[src/rtl/sid_i2s_tx_pkg.sv]
// sid: shared types and constants for the SID audio output path.
// Holds the stereo sample type, the I2S pin bundle and the slot-bit selector
// used by sid_i2s_tx to serialise a 48-bit frame buffer.
package sid;

   localparam int unsigned I2S_FRAME_BITS = 64;
   localparam int unsigned SAMPLE_BITS    = 24;

   typedef struct packed {
      logic signed [SAMPLE_BITS-1:0] left;
      logic signed [SAMPLE_BITS-1:0] right;
   } audio_t;

   typedef struct packed {
      logic bck;
      logic lrck;
      logic sd;
   } i2s_o_t;

   // Serial bit for frame position bit_idx. Left occupies frame[47:24] and
   // right frame[23:0]; slot position p carries channel bit 24-p, so the MSB
   // goes out one BCK after the LRCK change and p=0, 25..31 are padding.
   function automatic logic slot_bit(input logic [47:0] frame, input logic [5:0] bit_idx);
      logic [4:0] p;
      logic [5:0] idx;
      logic       res;
      p   = bit_idx[4:0];
      idx = '0;
      res = 1'b0;
      if (p >= 5'd1 && p <= 5'd24) begin
         idx = bit_idx[5] ? (6'd24 - 6'(p)) : (6'd48 - 6'(p));
         res = frame[idx];
      end
      return res;
   endfunction

endpackage

[src/rtl/sid_i2s_tx_clkgen.sv]
// sid_i2s_clkgen: BCK divider and 64-bit I2S frame counter.
// Produces the registered BCK, a strobe for the clk edge on which BCK falls,
// the bit counter value that takes effect on that edge, and the frame start.
module sid_i2s_clkgen
   import sid::*;
#(
   parameter int unsigned BCK_HALF = 4
) (
   input  logic       clk,
   input  logic       rst,
   output logic       bck_o,
   output logic       fall_o,
   output logic       frame_start_o,
   output logic [5:0] bit_next_o
);

   localparam logic [7:0] DivLast = 8'(BCK_HALF - 1);
   localparam logic [5:0] BitLast = 6'(I2S_FRAME_BITS - 1);

   logic [7:0] div_cnt_q, div_cnt_d;
   logic       bck_q, bck_d;
   logic [5:0] bit_cnt_q, bit_cnt_d;
   logic       wrap;

   // Divider wrap toggles BCK; a wrap while BCK is high is the falling edge,
   // which advances the bit counter. The 63->0 advance is the frame start.
   always_comb begin
      wrap          = (div_cnt_q == DivLast);
      div_cnt_d     = wrap ? 8'd0 : div_cnt_q + 8'd1;
      bck_d         = wrap ? ~bck_q : bck_q;
      fall_o        = wrap & bck_q;
      bit_next_o    = bit_cnt_q + 6'd1;
      bit_cnt_d     = fall_o ? bit_next_o : bit_cnt_q;
      frame_start_o = fall_o & (bit_cnt_q == BitLast);
   end

   // Divider and frame counter state; bit_cnt parks at 63 so the first
   // falling edge after reset starts a frame.
   always_ff @(posedge clk) begin
      if (rst) begin
         div_cnt_q <= '0;
         bck_q     <= 1'b0;
         bit_cnt_q <= BitLast;
      end else begin
         div_cnt_q <= div_cnt_d;
         bck_q     <= bck_d;
         bit_cnt_q <= bit_cnt_d;
      end
   end

   assign bck_o = bck_q;

endmodule

[src/rtl/sid_i2s_tx.sv]
// sid_i2s_tx: stereo 24-bit I2S transmitter with a one-sample holding register.
// A sample accepted on valid && ready waits in the holding register until the
// next frame start, then moves to the 48-bit frame buffer that feeds sd.
// Frames that start with the holding register empty replay the last sample
// and pulse underrun.
// Optional build macro SID_I2S_STALE_MUTE_EN: after STALE_FRAMES consecutive
// underrun frames the replay source becomes silence until a new sample lands.
module sid_i2s_tx
   import sid::*;
#(
   parameter int unsigned BCK_HALF     = 4,
   parameter int unsigned STALE_FRAMES = 4
) (
   input  logic   clk,
   input  logic   rst,
   input  audio_t audio_i,
   input  logic   valid,
   output logic   ready,
   output i2s_o_t i2s_o,
   output logic   underrun
);

   if (BCK_HALF < 1 || BCK_HALF > 255) begin : g_bad_bck_half
      $error("sid_i2s_tx: BCK_HALF must be 1..255");
   end
   if (STALE_FRAMES < 1 || STALE_FRAMES > 255) begin : g_bad_stale_frames
      $error("sid_i2s_tx: STALE_FRAMES must be 1..255");
   end

   logic       bck;
   logic       fall;
   logic       frame_start;
   logic [5:0] bit_next;

   sid_i2s_clkgen #(
      .BCK_HALF(BCK_HALF)
   ) u_clkgen (
      .clk          (clk),
      .rst          (rst),
      .bck_o        (bck),
      .fall_o       (fall),
      .frame_start_o(frame_start),
      .bit_next_o   (bit_next)
   );

   audio_t      hold_q, hold_d;
   logic        hold_full_q, hold_full_d;
   logic [47:0] frame_q, frame_d;
   audio_t      last_q, last_d;
   logic        lrck_q, lrck_d;
   logic        sd_q, sd_d;
   logic        underrun_q, underrun_d;
   audio_t      replay;
   logic        accept;

`ifdef SID_I2S_STALE_MUTE_EN
   localparam logic [7:0] StaleMax = 8'(STALE_FRAMES);

   logic [7:0] stale_cnt_q, stale_cnt_d;

   // Count consecutive underrun frames, saturating; a delivered sample clears.
   always_comb begin
      stale_cnt_d = stale_cnt_q;
      if (frame_start) begin
         if (hold_full_q) begin
            stale_cnt_d = '0;
         end else if (stale_cnt_q < StaleMax) begin
            stale_cnt_d = stale_cnt_q + 8'd1;
         end
      end
   end

   // Stale counter state.
   always_ff @(posedge clk) begin
      if (rst) begin
         stale_cnt_q <= '0;
      end else begin
         stale_cnt_q <= stale_cnt_d;
      end
   end

   // Replay silence once the source has been absent for too long.
   assign replay = (stale_cnt_q >= StaleMax) ? '0 : last_q;
`else
   assign replay = last_q;
`endif

   // ready is low exactly while the holding register is occupied, so an
   // accepted sample can never be overwritten.
   assign ready  = ~hold_full_q;
   assign accept = valid & ~hold_full_q;

   // Next-state for the sample path and the serial outputs. Transfer and
   // accept are exclusive: transfer needs a full holding register, accept an
   // empty one, so a same-clk accept at an empty frame start waits a frame.
   always_comb begin
      hold_d      = hold_q;
      hold_full_d = hold_full_q;
      frame_d     = frame_q;
      last_d      = last_q;
      lrck_d      = lrck_q;
      sd_d        = sd_q;
      underrun_d  = 1'b0;

      if (frame_start) begin
         if (hold_full_q) begin
            frame_d     = hold_q;
            last_d      = hold_q;
            hold_full_d = 1'b0;
         end else begin
            frame_d    = replay;
            underrun_d = 1'b1;
         end
      end

      if (accept) begin
         hold_d      = audio_i;
         hold_full_d = 1'b1;
      end

      // p=0 is padding, so the buffer being reloaded on this edge is harmless.
      if (fall) begin
         lrck_d = bit_next[5];
         sd_d   = slot_bit(frame_q, bit_next);
      end
   end

   // Sample path and output registers.
   always_ff @(posedge clk) begin
      if (rst) begin
         hold_q      <= '0;
         hold_full_q <= 1'b0;
         frame_q     <= '0;
         last_q      <= '0;
         lrck_q      <= 1'b0;
         sd_q        <= 1'b0;
         underrun_q  <= 1'b0;
      end else begin
         hold_q      <= hold_d;
         hold_full_q <= hold_full_d;
         frame_q     <= frame_d;
         last_q      <= last_d;
         lrck_q      <= lrck_d;
         sd_q        <= sd_d;
         underrun_q  <= underrun_d;
      end
   end

   assign i2s_o    = '{bck: bck, lrck: lrck_q, sd: sd_q};
   assign underrun = underrun_q;

endmodule

[config.mk]
export PLATFORM = sky130hd
export DESIGN_NAME = sid_i2s_tx
export DESIGN_NICKNAME = d
export VERILOG_FILES = /design/src/rtl/sid_i2s_tx_pkg.sv /design/src/rtl/sid_i2s_tx_clkgen.sv /design/src/rtl/sid_i2s_tx.sv
export SDC_FILE = /design/constraint.sdc
export NUM_CORES = 1
export LEC_CHECK = 0
export ABC_AREA = 1
export ABC_CLOCK_PERIOD_IN_PS = 5000
export CAP_MARGIN = 5
export CELL_PAD_IN_SITES_DETAIL_PLACEMENT = 1
export CELL_PAD_IN_SITES_GLOBAL_PLACEMENT = 2
export CORE_ASPECT_RATIO = 0.9
export CORE_MARGIN = 2
export CORE_UTILIZATION = 25
export CTS_BUF_LIST = sky130_fd_sc_hd__clkbuf_16
export DETAILED_ROUTE_END_ITERATION = 12
export GPL_TIMING_DRIVEN = 0
export PLACE_DENSITY = 0.67
export SYNTH_ARGS = -nofsm -noshare
export SYNTH_HDL_FRONTEND = slang
export SYNTH_SLANG_ARGS = --single-unit
[constraint.sdc]
create_clock -name clk -period 5 [get_ports clk]
set_input_delay 1.25 -clock clk [delete_from_list [all_inputs] [get_ports clk]]
set_output_delay 1.25 -clock clk [all_outputs]
set_load 0.02 [all_outputs]
==> impl_metrics.toml <==
[outcome]
status = "finished clean"

[global_routing]
antenna_found_initial = 0
grt_pass1_vias = 4879
grt_max_degree = 17
grt_pass1_wl_mm = 25.99
grt_overflow = 0
grt_use_total = 0.1552

[critical_path]
cp-start-kind = "flop"
r2r_slack_ns = 2.21
rr_startpoint = "u_clkgen.bit_cnt_q[0]"
cp_max_fo = 9
critPathSlowestCell = "clkdlybuf4s50_1"
startpoint = "hold_full_q"
path_cells = "clkbuf_1, inv_1, clkdlybuf4s50_1"
crit_type = "flop to output pin"
cp.arrival_ns = 1.76
cp.required_ns = 3.75
critPathMaxStageDelay_ns = 0.56
endpoint_kind = "output pin"

[floorplanning]
die_height_um = 138.8
coreArea_sq_mm = 0.01993
initial_utilization = 0.2535
die_x_um = 153.8
die_area_sq_mm = 0.02136
rows = 49
ios = 56

[clocking]
insertion_delay_ns = 0.42
cts_max_path_buffers = 2
cts.sinks = 115
cts.reportedPaths.clkPinSlew_ns = 0.05
ctsResizeCount = 0
holdBufCountCts = 0
h-tree-depth = 4
cts_setup_buffers = 0
cts.root.buffer_cell = "clkbuf_16"
cts_tree = "built"
cts_buffers = 17

[finish]
nets = 816
final_cells = 1030
area_growth_pct = 29.01
antenna_cells = 0
drive_gt1_frac = 0.1058

[power]
finalPower_mw = 2.407
peakVddDrop_uv = 169.5
power.density_mw_per_mm2 = 369.4
p_leak_nw = 2.671

[synth]
yosysTopAreaCell = "dfxtp_1"
netlist_area_sq_mm = 0.005051
synth_top_area_share = 0.4558
postSynthCellCount = 689
synth.distinct_cells = 33
ys_seq_area_frac = 0.4558
syn_nets = 743
ys_seq_elements = 115
ys_warn_count = 0
synth_area_leaders = "dfxtp_1 (46%), nor2_1 (12%), nand2_1 (8.6%)"
synthArstFlopShare = 0
avgSynthCellArea_sq_um = 7.331
ys.flop_type = "dfxtp_1"
synth-edff-count = 0

[route]
viasPerCell = 4.536
post_drt_wl_per_cell_um = 15.22
drtIter0Drc = 193
drtAntennaViolNets = 0
detail_route.wirelength_mm = 15.67
drc = 0
via_count = 4672
drtPass1Iterations = 4

[placement]
place_congestion = 0.7969
hpwl_mm = 11.57
port_buffers = 54
place_inst = 998

[sta]
slew_headroom = 0.4533
clock.fmax_mhz = 332.4
hold_viol_final = 0
clock_skew_ns = 0.02575
worstMarginPinSlew_ns = 0.8200
grt_setup_unrepaired = "no"
tns_ns = 0
period_share = 0.6016
drv_slew = 0
min_period_ns = 3.008
setup_violations = 0

[min_path]
hp-class = "flop to flop"
min-delay-start = "sd_q"

[flow_run]
maxCapViolCount = 0
-- worst max-delay path: cells and delay by family, from the launching register on --
family,cells,cell delay [ns]
DFF,1,0.31
buffers and inverters,3,1.03
-- registers in the layout (all words and copies together) (netlist names) --
name / flops
lrck_q: 1
frame_q: 48
sd_q: 1
u_clkgen.bck_o: 1
underrun: 1
hold_q: 48
hold_full_q: 1
u_clkgen.div_cnt_q: 8
u_clkgen.bit_cnt_q: 6
-- through the flow --
step / area [sq um] / setup slack [ns] / utilization / hold slack [ns]
3_5_place_dp: 5911 / 1.751 / 0.2966 / 0.4462
6_report: 6516 / 1.992 / 0.3270 / 0.4504
4_1_cts: 6516 / 1.982 / 0.3270 / 0.4563
2_1_floorplan: 5051 / 2.635 / - / 0.4175
5_1_grt: 6516 / 1.908 / 0.3270 / 0.4758
3_3_place_gp: 5911 / 1.813 / 0.2966 / 0.4282
-- cell usage after synthesis (3+ instances only) --
| library cell | number |
|---|---|
| nor2_1 | 162 |
| nand2_1 | 116 |
| dfxtp_1 | 115 |
| o21ai_0 | 57 |
| nand3_1 | 55 |
| inv_1 | 46 |
| a21oi_1 | 34 |
| a211oi_2 | 25 |
| clkbuf_1 | 24 |
| buf_2 | 8 |
| a22oi_1 | 6 |
| buf_4 | 4 |
| buf_6 | 4 |
| o21ai_1 | 4 |
| ha_1 | 3 |
| nand4_1 | 3 |
-- cells by family after synthesis --
| family | Yosys count | synth area share |
|---|---|---|
| compound gates | 128 | 0.1679 |
| xor+xnor | 3 | 0.005203 |
| fa+ha+maj | 3 | 0.007432 |
| buf+inv | 91 | 0.07853 |
| flops | 115 | 0.4558 |
| simple gates | 349 | 0.2851 |
-- power by group --
| group | internal [mW] | leakage, nW | switching (mW) |
|---|---|---|---|
| combinational | 0.0716 | 1.44 | 0.0985 |
| sequential | 0.953 | 0.939 | 0.0230 |
| clock | 0.787 | 0.295 | 0.475 |
| total | 1.81 | 2.67 | 0.597 |
-- routing by layer --
metal  up-vias  wire length (um)  track usage
met5         -                 0            0
met4         0                97      0.04083
li1       2384                 -            -
met2        56              7300       0.2544
met3         7               399      0.03594
met1      2225              7877       0.2064
-- cell usage in the layout (no fill, tap or decap), types with 3 or more instances in the layout --
cell type / Yosys / final
nor2_1: 162 / 162
nand3_1: 55 / 55
clkinv_4: 0 / 4
inv_1: 46 / 47
a22oi_1: 6 / 6
nand2_1: 116 / 116
o21ai_0: 57 / 57
bufinv_16: 0 / 3
a211oi_2: 25 / 25
ha_1: 3 / 3
clkbuf_16: 0 / 17
clkdlybuf4s50_1: 0 / 54
buf_2: 8 / 8
dfxtp_1: 115 / 115
inv_6: 0 / 3
nand4_1: 3 / 3
clkbuf_1: 24 / 24
buf_4: 4 / 4
a21oi_1: 34 / 34
buf_6: 4 / 4
o21ai_1: 4 / 4
-- area by class of cell --
type                            count  area, sq um
Tap cell                          255        319.1
Buffer                             42        212.7
Clock inverter                     15        180.2
Fill cell                        2396        13410
Inverter                           49        183.9
Clock buffer                       17        425.4
Timing Repair Buffer               54        540.5
Multi-Input combinational cell    483         2352
Sequential cell                   115         2302
-- worst paths after layout --
kind / endpoint / depth (start not counted)
setup / recovery: ready / 3
hold / removal: sd_q / 2
setup reg to reg: sd_q / 14
hold reg to reg: sd_q / 2
No activity file was read; power rests on OpenSTA's default activity.
